## config.mk

```make
export PLATFORM = sky130hd
export DESIGN_NAME = mem_coalescing_arbiter
export DESIGN_NICKNAME = d
export VERILOG_FILES = /design/src/rtl/mem_coalescing_arbiter.sv
export SDC_FILE = /design/constraint.sdc
export NUM_CORES = 1
export LEC_CHECK = 0
export CORE_MARGIN = 3
export CORE_UTILIZATION = 48
export CTS_CLUSTER_SIZE = 16
export DETAILED_ROUTE_END_ITERATION = 10
export PLACE_DENSITY = 0.95
export SETUP_SLACK_MARGIN = 0.5
export SLEW_MARGIN = 10
export SYNTH_ARGS = -nofsm -noshare
export SYNTH_HDL_FRONTEND = slang
export SYNTH_SLANG_ARGS = --single-unit
export TNS_END_PERCENT = 20
```

## constraint.sdc

```tcl
create_clock -name clk -period 5.6 [get_ports clk]
set_clock_uncertainty 0.05 [all_clocks]
set_input_delay 0.84 -clock clk [delete_from_list [all_inputs] [get_ports clk]]
set_output_delay 0.84 -clock clk [all_outputs]
set_load 0.01 [all_outputs]
```

## src/rtl/mem_coalescing_arbiter.sv

```systemverilog
`timescale 1ns/1ps
// -----------------------------------------------------------------------------
// mem_coalescing_arbiter
//
// Shares one external memory port among NUM_CONSUMERS requesters using
// round-robin priority. A granted read is merged with every other consumer
// that is requesting a read of the same address at the grant cycle, and the
// returned data is broadcast to all of them. Writes are never merged. A
// per-transaction timeout aborts a stalled memory access and raises a sticky
// error flag.
//
// Ports:
//   clk, reset                 clock, synchronous active-high reset
//   consumer_read_valid/_address   per-consumer read request (flattened)
//   consumer_read_ready/_data      per-consumer read response (flattened)
//   consumer_write_valid/_address/_data  per-consumer write request
//   consumer_write_ready       per-consumer write completion
//   mem_read_valid/_address    memory read request
//   mem_read_ready/_data       memory read response
//   mem_write_valid/_address/_data  memory write request
//   mem_write_ready            memory write acknowledge
//   timeout_error              sticky, set on any memory timeout
//   busy                       high whenever the arbiter is not idle
// -----------------------------------------------------------------------------
module mem_coalescing_arbiter #(
   parameter int ADDR_BITS      = 8,
   parameter int DATA_BITS      = 16,
   parameter int NUM_CONSUMERS  = 4,
   parameter int TIMEOUT_CYCLES = 255
) (
   input  logic                               clk,
   input  logic                               reset,
   input  logic [NUM_CONSUMERS-1:0]           consumer_read_valid,
   input  logic [NUM_CONSUMERS*ADDR_BITS-1:0] consumer_read_address,
   output logic [NUM_CONSUMERS-1:0]           consumer_read_ready,
   output logic [NUM_CONSUMERS*DATA_BITS-1:0] consumer_read_data,
   input  logic [NUM_CONSUMERS-1:0]           consumer_write_valid,
   input  logic [NUM_CONSUMERS*ADDR_BITS-1:0] consumer_write_address,
   input  logic [NUM_CONSUMERS*DATA_BITS-1:0] consumer_write_data,
   output logic [NUM_CONSUMERS-1:0]           consumer_write_ready,
   output logic                               mem_read_valid,
   output logic [ADDR_BITS-1:0]               mem_read_address,
   input  logic                               mem_read_ready,
   input  logic [DATA_BITS-1:0]               mem_read_data,
   output logic                               mem_write_valid,
   output logic [ADDR_BITS-1:0]               mem_write_address,
   output logic [DATA_BITS-1:0]               mem_write_data,
   input  logic                               mem_write_ready,
   output logic                               timeout_error,
   output logic                               busy
);

   localparam int PTR_W = $clog2(NUM_CONSUMERS);
   localparam int CNT_W = $clog2(TIMEOUT_CYCLES + 1);

   typedef enum logic [1:0] {
      S_IDLE,
      S_READ_WAITING,
      S_WRITE_WAITING,
      S_RELAYING
   } state_e;

   state_e                           state_q;
   logic [PTR_W-1:0]                 rr_ptr_q;
   logic [NUM_CONSUMERS-1:0]         serve_mask_q;
   logic [CNT_W-1:0]                 count_q;
   logic                             is_write_q;
   logic [NUM_CONSUMERS-1:0]         rd_ready_q;
   logic [NUM_CONSUMERS*DATA_BITS-1:0] rd_data_q;
   logic [NUM_CONSUMERS-1:0]         wr_ready_q;
   logic                             mrv_q;
   logic [ADDR_BITS-1:0]             mra_q;
   logic                             mwv_q;
   logic [ADDR_BITS-1:0]             mwa_q;
   logic [DATA_BITS-1:0]             mwd_q;
   logic                             err_q;

   logic [NUM_CONSUMERS-1:0] any_valid;
   logic                     grant_valid;
   logic [PTR_W-1:0]         grant_idx;
   logic                     grant_is_read;
   logic [ADDR_BITS-1:0]     grant_raddr;
   logic [ADDR_BITS-1:0]     grant_waddr;
   logic [DATA_BITS-1:0]     grant_wdata;
   logic [NUM_CONSUMERS-1:0] match_mask;
   logic [NUM_CONSUMERS-1:0] grant_onehot;
   logic [PTR_W-1:0]         rr_ptr_d;
   logic [NUM_CONSUMERS-1:0] relay_keep;
   logic                     wait_ready;

   assign any_valid = consumer_read_valid | consumer_write_valid;

   // Round-robin scan: first pass covers rr_ptr_q..N-1, second pass wraps
   // around to 0..rr_ptr_q-1.
   always_comb begin
      // NOTE: every combinational output gets a default first so no path
      // leaves it unassigned, which would infer a latch.
      grant_valid = 1'b0;
      grant_idx   = '0;
      for (int k = 0; k < NUM_CONSUMERS; k++) begin
         if (!grant_valid && (k >= int'(rr_ptr_q)) && any_valid[k]) begin
            grant_valid = 1'b1;
            grant_idx   = PTR_W'(k);
         end
      end
      for (int k = 0; k < NUM_CONSUMERS; k++) begin
         if (!grant_valid && (k < int'(rr_ptr_q)) && any_valid[k]) begin
            grant_valid = 1'b1;
            grant_idx   = PTR_W'(k);
         end
      end
   end

   // Winner's request fields, and the set of readers sharing its address.
   always_comb begin
      grant_is_read = 1'b0;
      grant_raddr   = '0;
      grant_waddr   = '0;
      grant_wdata   = '0;
      match_mask    = '0;
      for (int k = 0; k < NUM_CONSUMERS; k++) begin
         if (PTR_W'(k) == grant_idx) begin
            grant_is_read = consumer_read_valid[k];
            grant_raddr   = consumer_read_address[k*ADDR_BITS +: ADDR_BITS];
            grant_waddr   = consumer_write_address[k*ADDR_BITS +: ADDR_BITS];
            grant_wdata   = consumer_write_data[k*DATA_BITS +: DATA_BITS];
         end
      end
      for (int k = 0; k < NUM_CONSUMERS; k++) begin
         match_mask[k] = consumer_read_valid[k] &&
                         (consumer_read_address[k*ADDR_BITS +: ADDR_BITS] == grant_raddr);
      end
   end

   assign grant_onehot = NUM_CONSUMERS'(1) << grant_idx;
   assign rr_ptr_d     = (grant_idx == PTR_W'(NUM_CONSUMERS - 1)) ? '0 : grant_idx + PTR_W'(1);
   // Served consumers still holding their request keep their ready asserted.
   assign relay_keep   = serve_mask_q & (is_write_q ? consumer_write_valid : consumer_read_valid);
   assign wait_ready   = (state_q == S_WRITE_WAITING) ? mem_write_ready : mem_read_ready;

   always_ff @(posedge clk) begin
      // NOTE: state registers use non-blocking assignments so every register
      // samples the pre-edge values, independent of statement order.
      if (reset) begin
         // NOTE: response data and memory address/data registers are reset too,
         // so every output is a known zero after reset, not only the handshakes.
         state_q      <= S_IDLE;
         rr_ptr_q     <= '0;
         serve_mask_q <= '0;
         count_q      <= '0;
         is_write_q   <= 1'b0;
         rd_ready_q   <= '0;
         rd_data_q    <= '0;
         wr_ready_q   <= '0;
         mrv_q        <= 1'b0;
         mra_q        <= '0;
         mwv_q        <= 1'b0;
         mwa_q        <= '0;
         mwd_q        <= '0;
         err_q        <= 1'b0;
      end else begin
         case (state_q)
            S_IDLE: begin
               if (grant_valid) begin
                  rr_ptr_q <= rr_ptr_d;
                  count_q  <= '0;
                  if (grant_is_read) begin
                     serve_mask_q <= match_mask;
                     is_write_q   <= 1'b0;
                     mrv_q        <= 1'b1;
                     mra_q        <= grant_raddr;
                     state_q      <= S_READ_WAITING;
                  end else begin
                     serve_mask_q <= grant_onehot;
                     is_write_q   <= 1'b1;
                     mwv_q        <= 1'b1;
                     mwa_q        <= grant_waddr;
                     mwd_q        <= grant_wdata;
                     state_q      <= S_WRITE_WAITING;
                  end
               end
            end

            S_READ_WAITING, S_WRITE_WAITING: begin
               // A ready arriving on the last allowed cycle still wins.
               if (wait_ready || (count_q == CNT_W'(TIMEOUT_CYCLES))) begin
                  mrv_q   <= 1'b0;
                  mwv_q   <= 1'b0;
                  state_q <= S_RELAYING;
                  if (!wait_ready) begin
                     err_q <= 1'b1;
                  end
                  if (state_q == S_WRITE_WAITING) begin
                     wr_ready_q <= serve_mask_q;
                  end else begin
                     rd_ready_q <= serve_mask_q;
                     for (int k = 0; k < NUM_CONSUMERS; k++) begin
                        if (serve_mask_q[k]) begin
                           rd_data_q[k*DATA_BITS +: DATA_BITS] <= wait_ready ? mem_read_data : '0;
                        end
                     end
                  end
               end else begin
                  count_q <= count_q + CNT_W'(1);
               end
            end

            S_RELAYING: begin
               serve_mask_q <= relay_keep;
               if (is_write_q) begin
                  wr_ready_q <= relay_keep;
               end else begin
                  rd_ready_q <= relay_keep;
               end
               if (relay_keep == '0) begin
                  state_q <= S_IDLE;
               end
            end

            default: state_q <= S_IDLE;
         endcase
      end
   end

   assign consumer_read_ready  = rd_ready_q;
   assign consumer_read_data   = rd_data_q;
   assign consumer_write_ready = wr_ready_q;
   assign mem_read_valid       = mrv_q;
   assign mem_read_address     = mra_q;
   assign mem_write_valid      = mwv_q;
   assign mem_write_address    = mwa_q;
   assign mem_write_data       = mwd_q;
   assign timeout_error        = err_q;
   assign busy                 = (state_q != S_IDLE);

endmodule

```

* Word-level counts from Yosys, hierarchy flattened
Index checks and enable logic that the tools add are counted.
Cells by class: mux-type cells 60, multipliers 0, shift-type cells 1, bitwise logic cells 5, div/mod/pow operators 0, equal/unequal tests 22, add/sub/neg operators 2, reduce and logical (&&, ||, !) cells 46, $lt $le $gt $ge 6
Operators by type and width (number):
- $mux W16 | 5
- $mux W8 | 10
- $mux W4 | 9
- $eq A8 B8 Y1 | 4
- $reduce_and A4 Y1 | 8
- $pmux W4 S2 | 3
- $mux W2 | 10
- $ne A2 B2 Y1 const B | 10
- $mux W1 | 19
- $logic_and A1 B1 Y1 | 16
- $pmux W8 S2 | 1
- $reduce_and A3 Y1 | 5
- $add A8 B1 Y8 const B | 1
- $eq A8 B8 Y1 const B | 1
- $reduce_bool A2 Y1 | 4
- $eq A2 B2 Y1 const B | 3
- $logic_not A1 Y1 | 6
- $pmux W2 S3 | 1
- $and A4 B4 Y4 | 1
- $eq A2 B2 Y1 const A | 2
- $ge A1 B2 Y1 const A | 2
- $logic_not A2 Y1 | 2
- $logic_not A4 Y1 | 1
- $lt A1 B2 Y1 const A | 2
- 12 further kinds | 16
Word-level totals: flip-flop bits (word level) 124, word-level logic and storage cells 159, bits in latches 0, memory bits (writable) 0, ROM bits 0, memories 0

* Depth between registers and ports, before layout
Gate-level depths: netlist of the first run.
depth in word-level cells 36, gate-level depth with buffers 15, gate-level depth less buffers 12

* Least setup slack after synthesis of the first run
No wires, ideal clock.
path type input to register, start input port consumer_read_valid[1], end register serve_mask_q[2], data arrival time 3641 ps, required time 5490 ps, path buffers 0, slack 1850 ps, stages on the path 10, library setup time 60 ps, cell sequence or2_2 -> o311ai_0 -> inv_1 -> ha_1 -> nand3b_1 -> a311oi_1 -> xnor2_1 -> nand3_1 -> a2111oi_0 -> a41o_1
On the way: longest elaborated chain between the ends 32, elaborated cells between the ends (all ways) 48, those cells by class 5 x eq/ne; 1 x shift; 23 x mux; 1 x bitwise; 18 x reduce/logical
RTL lines:
- start, declared | RTL line 33 | input logic [NUM_CONSUMERS-1:0] consumer_read_valid,
- $or A4 B4 Y4 | RTL line 91 | assign any_valid = consumer_read_valid | consumer_write_valid;
- $logic_and A1 B1 Y1 | RTL line 101 | if (!grant_valid && (k >= int'(rr_ptr_q)) && any_valid[k]) begin
- $mux W1 | RTL line 101
- $logic_not A1 Y1 | RTL line 101
- $logic_and A1 B1 Y1 (2 in series) | RTL line 101
- $mux W1 | RTL line 101
- $logic_not A1 Y1 | RTL line 101
- $logic_and A1 B1 Y1 | RTL line 101
- (+12 left out)
- $mux W2 | RTL line 107 | if (!grant_valid && (k < int'(rr_ptr_q)) && any_valid[k]) begin
- $logic_not A2 Y1 | RTL line 122 | if (PTR_W'(k) == grant_idx) begin
- $mux W8 (4 in series) | RTL line 122
- $eq A8 B8 Y1 | RTL line 131 | (consumer_read_address[k*ADDR_BITS +: ADDR_BITS] == grant_raddr);
- $logic_and A1 B1 Y1 | RTL line 130 | match_mask[k] = consumer_read_valid[k] &&
- $mux W4 | RTL line 167 | if (grant_is_read) begin
- $mux W4 | RTL line 164 | if (grant_valid) begin
- $pmux W4 S2 | RTL line 162 | case (state_q)
- end signal, assigned | RTL line 168 | serve_mask_q <= match_mask;
- end signal, assigned | RTL line 174 | serve_mask_q <= grant_onehot;
- end signal, assigned | RTL line 209 | serve_mask_q <= relay_keep;
- end, declared | RTL line 65 | logic [NUM_CONSUMERS-1:0] serve_mask_q;
Several ways; a longest one is shown, not always the timed one. The select of a mux whose other input is x is not followed. A chain may end at the register's enable or synchronous reset.

* Worst setup path in the final report of the first run
start input port consumer_read_valid[1], end register serve_mask_q[3]
Same word-level chain as after synthesis.

==> run metrics, run 1 <==
largest net degree at the start of global routing=79; CP Capture Type=register; Worst-Skew Late Latency=0.42 ns; Peak supply drop=0.000325 V; crit-path max FO=53; Worst Min Path Start=mem_read_address[1]; slew margin rel.=0.375; NumNets Final=1223; initial antenna violation count=0; reg2reg setup slack=1.84 ns; Crit. Startpoint=consumer_read_valid[1]; Cells after DPL=1215; sequential fraction of the synthesis area=0.373; P_int=2870 uW; Max Fclk=215 MHz; Cell variety after synth=61; First-pass DRT Iterations=5; Async SR Flop Fraction=0; Levels on crit path=10; Clock Path Buffers=2; main flop type after synthesis=dfxtp_1; synth warn=0; CTS-repair resized insts=0; GPL Wtd Cong=0.916; die area=15300 um2; post-layout minimum cycle time=4.66 ns; leakage power total=0.00355 uW; Worst-Margin Slew=0.938 ns; CTS sink cnt=124; core area=13400 um2; cell family with most CP delay=compound AO/OA/AOI/OAI gates; hold depth=2; Comb power frac=0.538; hpwl dp=17300 um; Psw=2110 uW; Area Growth Syn to Fin=48.3%; EDFF count, synth=0; layout cells sized above 1=0.0551; total grt overflow=0; worst min path class=reg2reg; final wirelength=24300 um; Data arrival, critical path=4.95 ns; sum of negative setup slack=0 ns; R2R cell count=8; Vias per Instance=6.03; WP data required=5.90 ns; Avg Cell Area, Syn=7.93 um2; GR Util All Layers=0.306; width of the die=124 um; Net Count, Synth=1004; power per cell area=505 nW/um2; RR Endpoint=serve_mask_q[3]; synthesized instance count=839; CTS Buf Count=17; CP Buf/Inv Count=2; CTS HTree Levels=4; Hold Fails Final Rpt=0; post-route ant nets=0; Clk pin slew, worst setup/hold paths=0.06 ns; status=completed; Final Slew Violations=0; fin crit share=0.832; port bufs=263; Initial DRC Count=655; drt drc=0; Rows=42; Worst setup SP type=input port; vias in the first global route=7166; reg2reg start=rr_ptr_q[1]; Setup violations, final=0; first-pass GRT wire length=36400 um; crit path cell chain=clkdlybuf4s50_1 -> or2_2 -> o311ai_0 -> ha_2 -> buf_4 -> nor3b_1 -> a311oi_1 -> a211o_1 -> or4_1 -> a21oi_1; CTS tree=done; Sequential Power Share=0.234; RSZ-0062 raised after global routing=no; IO Pins=264; CTS root buffer=clkbuf_16; Final Non-Filler Cells=1247; diodes inserted=0; die height=124 um; Crit Path Category=in2reg; postcts setup bufs=0; Slowest cell on crit path=o311ai_0; critical path's largest stage delay=0.70 ns; CP endpoint=serve_mask_q[3]; switch share=0.424; routed length per instance=19.5 um; routed via count=7519; Initial Util=0.497; flops & latches, synth=124; clock share of power=0.228; post-synthesis instance area=6660 um2; Max Cap Viol=0; hold_buf cts=0; Tot Pwr=4980 uW
cells in the final DEF, fill, tap and decap left out, drive strengths merged, types with 15 or more instances in the layout:
cell type / synthesis / final
a22oi: 17 / 17
clkdlybuf4s50: 0 / 262
a21oi: 92 / 92
dfxtp: 124 / 124
nand3b: 29 / 29
nand2: 83 / 83
a32oi: 48 / 48
a211oi: 31 / 31
clkbuf: 49 / 18
xor2: 15 / 15
nor2: 146 / 146
worst min-delay path, cell delays in order, from the launching register on:
cell and delay [ns]:
dfxtp_1 0.31, nand2_1 0.05, a21oi_1 0.05
layout make-up:
| type | instances | area [um2] |
|---|---|---|
| sequential | 124 | 2480 |
| timing repair buffer | 271 | 2690 |
| fill | 986 | 3530 |
| clock inverter | 14 | 170 |
| tap | 176 | 220 |
| clock buffer | 18 | 439 |
| multi-input combinational | 632 | 3820 |
| inverter | 12 | 47.5 |
kinds of logic after synthesis:
family                     synth area share
AOI/OAI and AO/OA                     0.272
adders and majority gates            0.0169
and+or+nand+nor                       0.216
muxes                                0.0314
xor gates and xnor gates             0.0355
DFF                                   0.373
buffers and inverters                0.0553
power groups by stage:
stage / sequential (uW) / combinational (uW) / clock, uW
final: 1160 / 2680 / 1130
after global routing: 1180 / 2940 / 1170
after CTS: 1160 / 2660 / 1130
after detailed placement: 1170 / 2630 / 0
after global placement: 1170 / 2590 / 0
after floorplan: 1210 / 1780 / 0
how the worst min path moves through the flow:
stage	to	slack [ns]
3_5_place_dp	mem_read_address[3]	0.40
5_1_grt	mem_read_address[1]	0.42
2_1_floorplan	count_q[7]	0.39
3_3_place_gp	mem_read_address[1]	0.39
6_report	mem_read_address[1]	0.41
4_1_cts	mem_read_address[3]	0.40
synth_stat cells (5+ instances only):
cell type,n,area [um2]
dfxtp_1,124,2480
and2_1,6,37.5
o21ai_0,13,65.1
nand2_1,83,312
a211oi_1,30,225
xnor2_1,12,105
xor2_1,15,131
buf_6,5,56.3
a21oi_1,92,460
o21a_1,7,52.6
buf_1,6,22.5
nand3_1,9,45.0
mux2_2,7,78.8
a22oi_1,16,120
nor2_1,146,548
a31oi_1,6,37.5
buf_2,10,50.1
a32oi_1,48,420
mux2i_1,13,130
o2111ai_1,6,52.6
nor2b_1,10,62.6
ha_1,9,113
clkbuf_1,49,184
inv_1,11,41.3
nand3b_1,29,218
nor3_1,8,40.0
flip-flops by register name (all words and copies together) (netlist names), 2 cells and up:
| signal | flops |
|---|---|
| consumer_read_ready | 4 |
| count_q | 8 |
| serve_mask_q | 4 |
| mem_write_data | 16 |
| state_q | 2 |
| consumer_read_data | 64 |
| mem_read_address | 8 |
| rr_ptr_q | 2 |
| mem_write_address | 8 |
| consumer_write_ready | 4 |
stage by stage:
stage                     area [um2]  utilization  setup slack (ns)  hold slack (ns)
after floorplan                 6660            -              1.85            0.390
after global placement          9260        0.691             0.695            0.392
after detailed placement        9260        0.691             0.602            0.397
after CTS                       9870        0.737              1.04            0.405
after global routing            9870        0.737             0.737            0.422
final                           9870        0.737             0.942            0.406
metal layers:
metal	global-route usage	share of wire	wire length [um]	vias up
li1	-	-	-	3490
met1	0.347	0.37	8950	3568
met2	0.532	0.50	12100	378
met3	0.0931	0.085	2070	83
met4	0.133	0.047	1140	0
met5	0	0	0	-
Note: power is estimated with default switching activity, not from simulation.
==> run 2, diff against run 1 <==
--- a/config.mk
+++ b/config.mk
@@ -6,10 +6,10 @@
 export NUM_CORES = 1
 export LEC_CHECK = 0
 export CORE_MARGIN = 3
-export CORE_UTILIZATION = 48
+export CORE_UTILIZATION = 40
 export CTS_CLUSTER_SIZE = 16
 export DETAILED_ROUTE_END_ITERATION = 10
-export PLACE_DENSITY = 0.95
+export PLACE_DENSITY = 0.87
 export SETUP_SLACK_MARGIN = 0.5
 export SLEW_MARGIN = 10
 export SYNTH_ARGS = -nofsm -noshare
==> constraint.sdc (replaced) <==
create_clock -name clk -period 3.75 [get_ports clk]
set_clock_uncertainty 0.05 [all_clocks]
set_input_delay 0.5625 -clock clk [delete_from_list [all_inputs] [get_ports clk]]
set_output_delay 0.5625 -clock clk [all_outputs]
set_load 0.01 [all_outputs]
==> run 2 against run 1 <==
Against the previous run:
- sequential power up 50%
- clock power up 38%
- worst setup slack worse by 0.32 ns
- via count up 2.1%
- first-iteration DRC count down 3.7%
- clock-buffer cell count down 1
- critical path type unchanged
- highest routed layer unchanged
==> run metrics, run 2 (synthesis results as in run 1) <==
PnR worst setup slack=0.622 ns; Setup violations, final=0; CTS tree=done; busiest layer in global routing=met2; First-pass DRT Iterations=5; slew margin rel.=0.418; Tot Pwr=8180 uW; worst min path class=reg2reg; leakage power total=0.00387 uW; Clock Path Buffers=2; Initial DRC Count=631; crit path cell chain=dlygate4sd2_1 -> buf_4 -> nor2_1 -> buf_4 -> a21oi_1 -> a21oi_2 -> buf_4 -> ha_4 -> buf_4 -> buf_4 -> a211oi_4 -> a2111oi_1 -> a211o_1 -> or4_4 -> a21oi_2; Final Slew Violations=0; CTS Buf Count=17; Worst Min Path Start=mem_read_address[5]; R2R cell count=13; GPL Wtd Cong=0.979; Finished Cell Area=10500 um2; core area=16100 um2; largest net degree at the start of global routing=81; Data arrival, critical path=3.43 ns; routed via count=7677; placed cell area=9780 um2; post-layout minimum cycle time=3.13 ns; status=completed; drt drc=0; RSZ-0062 raised after global routing=no; CTS HTree Levels=4; Area Growth Syn to Fin=58.3%; hold depth=2; Vias per Instance=5.71; routed length per instance=19.0 um; Peak supply drop=0.000474 V; number of flip-flops in the largest register=64; Slowest cell on crit path=or4_4; RR Endpoint=serve_mask_q[3]; critical path's largest stage delay=0.49 ns; GR Util All Layers=0.271; die height=135 um; Worst-Margin Slew=0.851 ns; Global Route met2 Usage=0.477; post-route ant nets=0; CTS root buffer=clkbuf_16; Crit Path Category=in2reg; Worst setup SP type=input port; CP dominant cell by count=buf_4; IO Pins=264; port bufs=263; diodes inserted=0; Worst-Skew Late Latency=0.42 ns; fin crit share=0.834; Initial Util=0.414; layout cells sized above 1=0.122; fill cell count=1303; met3 global-route usage=0.0790; reg2reg start=rr_ptr_q[1]; Rows=46; first-pass GRT wire length=39200 um; Min-Delay Endpoint=mem_read_address[5]; commonest non-fill, non-tap cell in the layout=clkdlybuf4s50_1; hpwl dp=18400 um; sum of negative setup slack=0 ns; die area=18200 um2; CTS sink cnt=124; final wirelength=25500 um; total grt overflow=0; Max Cap Viol=0; GRT met1 Usage=0.317; Clk pin slew, worst setup/hold paths=0.06 ns; WP data required=4.06 ns; vias in the first global route=7422; crit-path max FO=7; hold_buf cts=0; pre-CTS setup slack=-0.280 ns; CP Capture Type=register; initial antenna violation count=0; power per cell area=776 nW/um2; commonest cells after routing, fill and taps aside=clkdlybuf4s50_1 (256), nor2_1 (142), dfxtp_1 (124); Hold Fails Final Rpt=0; NumNets Final=1281; reg2reg setup slack=0.74 ns; Max Fclk=320 MHz; width of the die=135 um
-- run 2: layout make-up --
cell class                      instances  area [um2]  area share
Multi-Input combinational cell        632        4000       0.380
Timing Repair Buffer                  329        3170       0.301
Sequential cell                       124        2480       0.236
Clock buffer                           17         425      0.0404
Tap cell                              216         270      0.0257
Clock inverter                         15         140      0.0133
Inverter                               12        51.3     0.00487
-- run 2: critical path, delay by kind of cell --
kind | cells | cell delay [ns]
simple gates | 2 | 0.54
fa+ha+maj | 1 | 0.18
compound gates | 6 | 1.10
buf+inv | 6 | 1.04
-- run 2: routing by layer --
metal	routed length, um	up-vias	share of wire
met4	752	0	0.029
li1	-	3614	-
met1	9870	3615	0.39
met3	2020	64	0.079
met2	12900	384	0.50
met5	0	-	0
-- run 2: how the worst max path moves through the flow --
stage	start	end	slack [ns]	cells after the start
2_1_floorplan	consumer_read_valid[1]	serve_mask_q[2]	0.49	13
4_1_cts	consumer_read_valid[1]	serve_mask_q[1]	0.50	16
5_1_grt	consumer_read_valid[1]	serve_mask_q[1]	0.48	17
3_3_place_gp	consumer_read_valid[1]	serve_mask_q[2]	-0.14	14
3_5_place_dp	consumer_read_valid[1]	serve_mask_q[1]	-0.28	13
6_report	consumer_read_valid[1]	serve_mask_q[3]	0.62	15
-- run 2: power by group --
| part | total (uW) | switching (uW) | internal (uW) |
|---|---|---|---|
| combinational | 4880 | 2610 | 2260 |
| sequential | 1740 | 180 | 1560 |
| clock | 1560 | 642 | 919 |
-- run 2: stage by stage --
stage,util,hold slack (ns),std cells
floorplan,-,0.390,839
global placement,0.609,0.392,1307
detailed placement,0.609,0.397,1307
CTS,0.651,0.405,1342
global route,0.656,0.432,1345
finish,0.656,0.406,1345
-- run 2: what timing repair did --
| action | 4_1_cts | 5_1_grt |
|---|---|---|
| resized for setup | 21 | 19 |
| pin swaps | 4 | 8 |
| endpoints found under the setup margin | 41 | 41 |
| buffers inserted | 3 | 3 |
==> run 3, diff against run 2 <==
==> constraint.sdc (replaced) <==
create_clock -name clk -period 2.8 [get_ports clk]
set_clock_uncertainty 0.05 [all_clocks]
set_input_delay 0.42 -clock clk [delete_from_list [all_inputs] [get_ports clk]]
set_output_delay 0.42 -clock clk [all_outputs]
set_load 0.01 [all_outputs]
==> run 3 against run 2 <==
Against the previous run:
- largest power group unchanged
- critical path depth decreased by 1
- global-route usage increased by 0.34 points
- critical path type is now reg2reg
- flip-flop and latch count unchanged
- register-to-register slack got worse by 0.86 ns
- first-iteration DRC count increased by 5.4%
- the run now ends with setup timing left
- power increased by 53%
- sequential share of layout area decreased by 1.6 points
==> run metrics, run 3 (synthesis results as in run 1) <==
Tot Pwr=12500 uW; Area Growth Syn to Fin=70.0%; Rows=46; GR Util All Layers=0.274; Clk pin slew, worst setup/hold paths=0.06 ns; diodes inserted=0; CTS root buffer=clkbuf_16; vias in the first global route=7436; CP Capture Type=register; hpwl dp=18000 um; First-pass DRT Iterations=8; reg2reg setup slack=-0.12 ns; largest net degree at the start of global routing=89; commonest non-fill, non-tap cell in the layout=clkdlybuf4s50_1; Vias per Instance=5.72; commonest cells after routing, fill and taps aside=clkdlybuf4s50_1 (253), nor2_1 (139), dfxtp_1 (122); post-route ant nets=0; Clock Path Buffers=2; RR Endpoint=serve_mask_q[3]; Worst setup SP type=register; WP data required=3.09 ns; GPL Wtd Cong=0.921; NumNets Final=1308; crit-path max FO=6; final wirelength=27100 um; worst min path class=reg2reg; Slowest cell on crit path=or4_1; first-pass GRT wire length=40200 um; Worst-Skew Late Latency=0.42 ns; hold_buf cts=0; port bufs=263; sum of negative setup slack=-0.245 ns; R2R cell count=14; Hold Fails Final Rpt=0; drt drc=0; Final Slew Violations=0; CTS tree=done; power per cell area=1100 nW/um2; Crit Path Category=reg2reg; Finished Cell Area=11300 um2; total grt overflow=0; width of the die=135 um; die height=135 um; die area=18200 um2; Initial DRC Count=665; reg2reg start=rr_ptr_q[1]; Min-Delay Endpoint=mem_read_address[4]; cell family with most CP delay=compound AO/OA/AOI/OAI gates; PnR worst setup slack=-0.115 ns; IO Pins=264; CTS sink cnt=124; CTS Buf Count=17; initial antenna violation count=0; Setup violations, final=4; core area=16100 um2; layout cells sized above 1=0.180; RSZ-0062 raised after global routing=yes; Final Non-Filler Cells=1372; violated checks=setup timing; post-layout minimum cycle time=2.92 ns; CTS HTree Levels=4; critical path's largest stage delay=0.50 ns; number of flip-flops in the largest register=64; Max Cap Viol=0; fill cell count=1179; routed via count=7851; Cells after DPL=1308; fin crit share=1.04; hold depth=2; Initial Util=0.414; slew margin rel.=0.653; leakage power total=0.00424 uW; status=complete, but fails checks; placed cell area=9840 um2; Max Fclk=343 MHz; Data arrival, critical path=3.20 ns; Peak supply drop=0.000824 V; crit path cell chain=o21a_1 -> o21ai_2 -> o311ai_4 -> inv_2 -> buf_4 -> ha_4 -> buf_12 -> inv_16 -> buf_2 -> o2111ai_2 -> nand4_1 -> a211o_1 -> or4_1 -> a21oi_1; Worst-Margin Slew=0.519 ns; routed length per instance=19.8 um; CP Buf/Inv Count=5; Worst Min Path Start=mem_read_address[4]
## run 3: cell types whose count changed in the layout (fill, tap and decap cells not counted), moves of 4 or more
cell        previous run  this run
buf_6                  1        15
nand2_1               83        76
clkinvlp_4             5         0
nand2_4                0         5
o2111ai_1              5         0
buf_12                 3         7
o2111ai_2              1         5
## run 3: per-layer routing
| metal | GRT usage | share of wire | wire (um) |
|---|---|---|---|
| met2 | 0.454 | 0.49 | 13300 |
| met1 | 0.350 | 0.40 | 11000 |
| met5 | 0 | 0 | 0 |
| met3 | 0.0682 | 0.077 | 2080 |
| met4 | 0.0952 | 0.029 | 782 |
## run 3: worst max path at each step
stage / startpoint / to / cells past startpoint
after CTS: rr_ptr_q[1] / serve_mask_q[3] / 13
after floorplan: consumer_read_valid[1] / serve_mask_q[2] / 13
after global placement: consumer_read_valid[0] / serve_mask_q[2] / 12
after detailed placement: consumer_read_valid[0] / serve_mask_q[2] / 13
after global routing: rr_ptr_q[1] / serve_mask_q[1] / 14
final: rr_ptr_q[1] / serve_mask_q[3] / 14
## run 3: worst min-delay path, stage by stage (launching register included)
cell     delay (ns)
dfxtp_1        0.31
nand2_1        0.05
a21oi_1        0.05
## run 3: final cells by class
| type | instances | area (um2) | area share |
|---|---|---|---|
| multi-input cells | 632 | 4300 | 0.380 |
| repair buffers | 356 | 3550 | 0.313 |
| flip-flops and latches | 124 | 2490 | 0.220 |
| clock buffers | 19 | 453 | 0.0400 |
| well taps | 216 | 270 | 0.0239 |
| clock inverters | 13 | 199 | 0.0176 |
| inverters | 12 | 61.3 | 0.00542 |
## run 3: metrics by stage
step / util / hold slack [ns] / worst slack (ns)
after CTS: 0.677 / 0.405 / 0.0214
final: 0.705 / 0.415 / -0.115
after detailed placement: 0.613 / 0.400 / -0.831
after global placement: 0.613 / 0.401 / -0.766
after floorplan: - / 0.390 / -0.0557
after global routing: 0.705 / 0.422 / -0.250
## run 3: where the power goes
part	internal, uW	switching (uW)	total (uW)	leakage, uW
clock	1560	879	2440	0.000321
sequential	2100	257	2360	0.00101
combinational	3730	3950	7680	0.00291
total	7390	5090	12500	0.00424
## run 3: repair_timing
item	4_1_cts	5_1_grt
setup endpoints to repair	111	117
pin swaps	33	21
gates cloned	2	1
setup buffers	14	15
gates resized for setup	63	64
